$ cat src/rtl/ddr3_cmd_arbiter.sv
// DDR3 command arbiter: round-robin grant over four bank FSMs plus refresh,
// with the winning command encoded onto registered DDR3 command/address pins.
package ddr3_pkg;
  typedef enum logic [2:0] {
    CMD_NOP,
    CMD_ACTIVATE,
    CMD_READ,
    CMD_WRITE,
    CMD_PRECHARGE,
    CMD_PRECHARGE_ALL,
    CMD_REFRESH
  } ddr3_cmd_t;

  typedef enum logic [1:0] {
    BANK_0,
    BANK_1,
    BANK_2,
    BANK_3
  } bank_t;
endpackage

module ddr3_cmd_arbiter
  import ddr3_pkg::*;
#(
  parameter int NUM_BANKS  = 4,
  parameter int A10_BIT    = 10,
  parameter int ADDR_WIDTH = 14
) (
  input  logic                  clk,
  input  logic                  rst_n,
  input  logic [NUM_BANKS-1:0]  bank_cmd_valid,
  input  ddr3_cmd_t             bank_cmd_type [NUM_BANKS],
  input  logic [ADDR_WIDTH-1:0] bank_cmd_addr [NUM_BANKS],
  output bank_t                 next_prio_bank,
  output logic [NUM_BANKS-1:0]  bank_cmd_ready,
  input  logic                  ref_cmd_valid,
  input  ddr3_cmd_t             ref_cmd_type,
  output logic                  ref_cmd_ready,
  output logic                  ddr_cs_n,
  output logic                  ddr_ras_n,
  output logic                  ddr_cas_n,
  output logic                  ddr_we_n,
  output logic [1:0]            ddr_ba,
  output logic [ADDR_WIDTH-1:0] ddr_addr,
  output logic                  issued_valid,
  output bank_t                 issued_bank
);

  bank_t                 ptr;
  logic [1:0]            gnt;
  logic [1:0]            idx;
  logic                  hit;
  ddr3_cmd_t             sel_cmd;
  logic [ADDR_WIDTH-1:0] sel_addr;
  logic [1:0]            sel_bank;
  logic [3:0]            nxt_pins;
  logic [1:0]            nxt_ba;
  logic [ADDR_WIDTH-1:0] nxt_addr;
  logic                  nxt_vld;

  // Scan from the farthest offset down so the nearest valid bank wins.
  always_comb begin
    gnt = ptr;
    hit = 1'b0;
    idx = '0;
    for (int k = NUM_BANKS - 1; k >= 0; k--) begin
      idx = ptr + 2'(k);
      if (bank_cmd_valid[idx]) begin
        gnt = idx;
        hit = 1'b1;
      end
    end
  end

  always_comb begin
    bank_cmd_ready = '0;
    if (hit && (gnt != ptr))
      bank_cmd_ready[gnt] = 1'b1;
  end

  assign ref_cmd_ready  = ref_cmd_valid & ~hit;
  assign next_prio_bank = ptr;

  always_comb begin
    sel_cmd  = CMD_NOP;
    sel_addr = '0;
    sel_bank = '0;
    if (hit) begin
      sel_cmd  = bank_cmd_type[gnt];
      sel_addr = bank_cmd_addr[gnt];
      sel_bank = gnt;
    end else if (ref_cmd_valid) begin
      sel_cmd = ref_cmd_type;
    end
  end

  always_comb begin
    nxt_pins = 4'b0111;
    nxt_ba   = '0;
    nxt_addr = '0;
    nxt_vld  = 1'b0;
    unique case (1'b1)
      (sel_cmd == CMD_ACTIVATE): begin
        nxt_pins = 4'b0011;
        nxt_ba   = sel_bank;
        nxt_addr = sel_addr;
        nxt_vld  = 1'b1;
      end
      (sel_cmd == CMD_READ),
      (sel_cmd == CMD_WRITE): begin
        nxt_pins = (sel_cmd == CMD_READ) ? 4'b0101 : 4'b0100;
        nxt_ba   = sel_bank;
        nxt_addr = sel_addr;
        nxt_addr[A10_BIT] = 1'b0;
        nxt_vld  = 1'b1;
      end
      (sel_cmd == CMD_PRECHARGE): begin
        nxt_pins = 4'b0010;
        nxt_ba   = sel_bank;
        nxt_vld  = 1'b1;
      end
      (sel_cmd == CMD_PRECHARGE_ALL): begin
        nxt_pins = 4'b0010;
        nxt_addr[A10_BIT] = 1'b1;
        nxt_vld  = 1'b1;
      end
      (sel_cmd == CMD_REFRESH): begin
        nxt_pins = 4'b0001;
        nxt_vld  = 1'b1;
      end
      default: begin
      end
    endcase
  end

  always_ff @(posedge clk or negedge rst_n) begin
    if (!rst_n) begin
      ptr          <= BANK_0;
      ddr_cs_n     <= 1'b1;
      ddr_ras_n    <= 1'b1;
      ddr_cas_n    <= 1'b1;
      ddr_we_n     <= 1'b1;
      ddr_ba       <= '0;
      ddr_addr     <= '0;
      issued_valid <= 1'b0;
      issued_bank  <= BANK_0;
    end else begin
      if (hit)
        ptr <= bank_t'(gnt + 2'd1);
      {ddr_cs_n, ddr_ras_n, ddr_cas_n, ddr_we_n} <= nxt_pins;
      ddr_ba       <= nxt_ba;
      ddr_addr     <= nxt_addr;
      issued_valid <= nxt_vld;
      issued_bank  <= bank_t'(nxt_ba);
    end
  end

endmodule

$ cat config.mk
export PLATFORM = sky130hd
export DESIGN_NAME = ddr3_cmd_arbiter
export DESIGN_NICKNAME = d
export VERILOG_FILES = /design/src/rtl/ddr3_cmd_arbiter.sv
export SDC_FILE = /design/constraint.sdc
export NUM_CORES = 1
export LEC_CHECK = 0
export CORE_MARGIN = 1
export CORE_UTILIZATION = 33
export DETAILED_ROUTE_END_ITERATION = 12
export PLACE_DENSITY = 0.85
export SLEW_MARGIN = 20
export SYNTH_ARGS = -nofsm -noshare
export SYNTH_HDL_FRONTEND = slang
export SYNTH_SLANG_ARGS = --single-unit
$ cat constraint.sdc
create_clock -name clk -period 1.9 [get_ports clk]
set_input_delay 0.285 -clock clk [delete_from_list [all_inputs] [get_ports clk]]
set_output_delay 0.285 -clock clk [all_outputs]
set_load 0.02 [all_outputs]
==> impl_metrics.ini <==
[status]
status = complete, but fails checks
violations = setup timing

[worst_hold_path]
min_path_type = primary input to async pin

[critical_path]
crit_type = flip-flop to output port
critPathRequiredTime_ps = 1620
startpoint_type = flip-flop
worstPathCellList = nor3b_2 -> o22ai_2 -> a21oi_4 -> buf_6 -> inv_4 -> ha_2 -> and2_4 -> buf_6
cpPeakStageDelay_ps = 460
cpMostUsedCell = buf_6
cp_max_fo = 7
crit_slowest_cell = dfrtp_2
end_kind = output port
ff2ff_setup_slack_ps = -150
reg2reg_to = ddr_addr[12]
rr_worst_depth = 9
crit_start = next_prio_bank[1]
cp_data_arrival_time_ps = 1800
crit_end = bank_cmd_ready[0]
r2r-start = next_prio_bank[1]

[synth]
ys_ff_latch = 23
ys.flop_type = dfrtp_1
synthArstFlopShare_pct = 100.0
synth_edf_count = 0
netlist.area_leader.share_pct = 27.58
syn_nets = 229
synth_area_leaders = dfrtp_1 28%, mux4_2 16%, and2_1 6.5%
synth_area_leader_cell = dfrtp_1
synth.yosys.seq_area_share_pct = 33.67
synth_area_um2 = 1724
ys_types = 43
postSynthCellCount = 147
yosysWarnings = 0
avgSynthCellArea_um2 = 11.73

[placed_design]
place_inst = 343
place_ws_ps = -786.9
place_area_um2 = 3089
numPortBuffers = 107
place_congestion = 0.8417
post-dp-hpwl_um = 4230

[clock_network]
clock-sinks = 23
clk_pin_slew_worst_paths_ps = 80
cts-buffers-inserted = 3
tritoncts = yes
cts_buffer_depth = 2
root_buffer = clkbuf_8
hold_buffers = 0
clk_latency_ps = 260
cts_max_level = 1

[layout]
regArea_um2 = 583.1
layout-drive-gt1-share_pct = 40.00
instances_no_fill = 357
multi_input_area_um2 = 1145
diodes = 0
design_area_um2 = 3364
nNetsFinal = 373
fillerInstances = 414
area_growth_pct = 95.14

[floorplanning]
dieArea_um2 = 5518
initial_utilization_pct = 35.33
num_rows = 25
dieHeight_um = 74.28
ios = 108
core_area_um2 = 4880
die_x_um = 74.28

[routing]
m1WireLength_um = 2083
first_pass_iters = 4
dr.first_iter.drc_count = 40
met3WireLength_um = 355
route.detailed.drc = 0
ant_nets = 0
met2_length_um = 2987
drt-vias-per-instance = 4.857
vias = 1734
routed_wl_um = 5447
top_layer = met4
wl_per_cell_um = 15.26

[sta]
finalCritPeriodShare_pct = 109.5
timing_hold_violations_final = 0
finalCriticalPeriod_ps = 2081
setup_ws_ps = -181.3
skew_ps = 6.461
slew_violations = 0
fin_setup_tns_ps = -2434
clock.fmax_ghz = 0.4805
rsz0062_at_grt = true
setup_viol = 23

[pwr]
leakage_nw = 1.441
total_power_mw = 4.138
powerDensity_nw_per_um2 = 1230
vdd_drop_max_v = 0.0007005

[global_routing]
grt_pass1_wl_um = 8217
grt_pass1_vias = 1820
grt_usage_pct = 19.68
antenna_found_initial = 0
grt_max_degree = 24
grt_overflow_total = 0

[job]
drv_cap = 0
cells in the mapped netlist (all sizes together), types with 2 or more instances:
cell,n
nor2,4
o21ai,5
nor3b,3
buf,11
nand2b,3
mux4,14
o221a,2
nand2,10
mux2i,11
inv,7
a22oi,2
a21oi,6
dfstp,4
and2,18
ha,4
nor2b,2
dfrtp,19
nor3,6
a211oi,2
timing repair:
action,CTS,global route
pin swaps,13,13
setup buffers,10,1
endpoints found under the hold margin,0,0
endpoints found under the setup margin,25,26
gates cloned,1,0
gates resized for setup,45,25
registers in the layout (all words and copies together), names as in the netlist:
signal	cells
issued_valid	1
ddr_addr	14
ddr_ras_n	1
ddr_cs_n	1
next_prio_bank	2
ddr_cas_n	1
ddr_we_n	1
issued_bank	2
layer usage:
layer  GRT usage (%)  vias up
met5               0        -
met1           22.51      845
met2           37.98       63
met4           3.564        0
met3           3.930        2
li1                -      824
metrics by stage:
| stage | util (%) | hold WS, ps |
|---|---|---|
| after floorplan | - | -10.59 |
| after global placement | 63.31 | 662.1 |
| after detailed placement | 63.31 | 656.2 |
| after CTS | 68.05 | 376.3 |
| after global routing | 68.95 | 402.6 |
| final | 68.95 | 386.2 |
power breakdown:
group	internal, mW	switching (mW)	total (mW)
registers	0.713	0.0951	0.809
logic	1.74	1.30	3.04
clock network	0.146	0.142	0.288
total	2.60	1.54	4.14
worst max-delay path: cells and delay by family (launching register included):
kind / cells / cell delay, ps
buffers and inverters: 3 / 290
and+or+nand+nor: 2 / 360
AOI/OAI and AO/OA: 2 / 250
adders and majority gates: 1 / 180
DFF: 1 / 460
cell families (layout without fill, tap and decap cells):
group | after synthesis | in the layout | share of synthesized area (%)
AND/OR/NAND/NOR | 52 | 52 | 17.20
multiplexers | 25 | 25 | 25.11
AO/OA/AOI/OAI | 24 | 24 | 13.64
flip-flops | 23 | 23 | 33.67
buffers and inverters | 18 | 161 | 7.257
adder cells (fa/ha/maj) | 4 | 4 | 2.903
other | 1 | 1 | 0.2175
final cells by class:
cell class | instances | share of cell area, %
Tap cell | 67 | 2.492
Sequential cell | 23 | 17.33
Multi-Input combinational cell | 106 | 34.03
Inverter | 7 | 0.8553
Timing Repair Buffer | 150 | 43.92
Clock buffer | 3 | 1.227
Clock inverter | 1 | 0.1488
layout by cell type, fill, tap and decap left out, types with 2 or more instances in the layout:
cell type        count
clkdlybuf4s50_1     98
buf_4               30
dfrtp_1             17
mux4_2              14
buf_6               13
mux2i_1             11
and2_1              10
and2_4               8
nand2_1              7
inv_2                4
o21ai_0              4
dfstp_2              4
dlygate4sd2_1        4
a21oi_2              3
nor3_1               3
nor3_2               3
nor2_1               3
clkbuf_8             3
buf_12               3
nand2_2              2
a22oi_4              2
inv_1                2
a21oi_4              2
o221a_4              2
nor3b_1              2
nand2b_1             2
ha_2                 2
dfrtp_2              2
worst min path at each step:
stage | startpoint | endpoint | slack, ps
detailed placement | rst_n | issued_bank[1] | 660
finish | rst_n | ddr_addr[9] | 390
global route | rst_n | issued_valid | 400
global placement | rst_n | issued_bank[1] | 660
CTS | rst_n | ddr_addr[9] | 380
floorplan | rst_n | ddr_addr[0] | -10
Power figures use the tool's default switching activity.
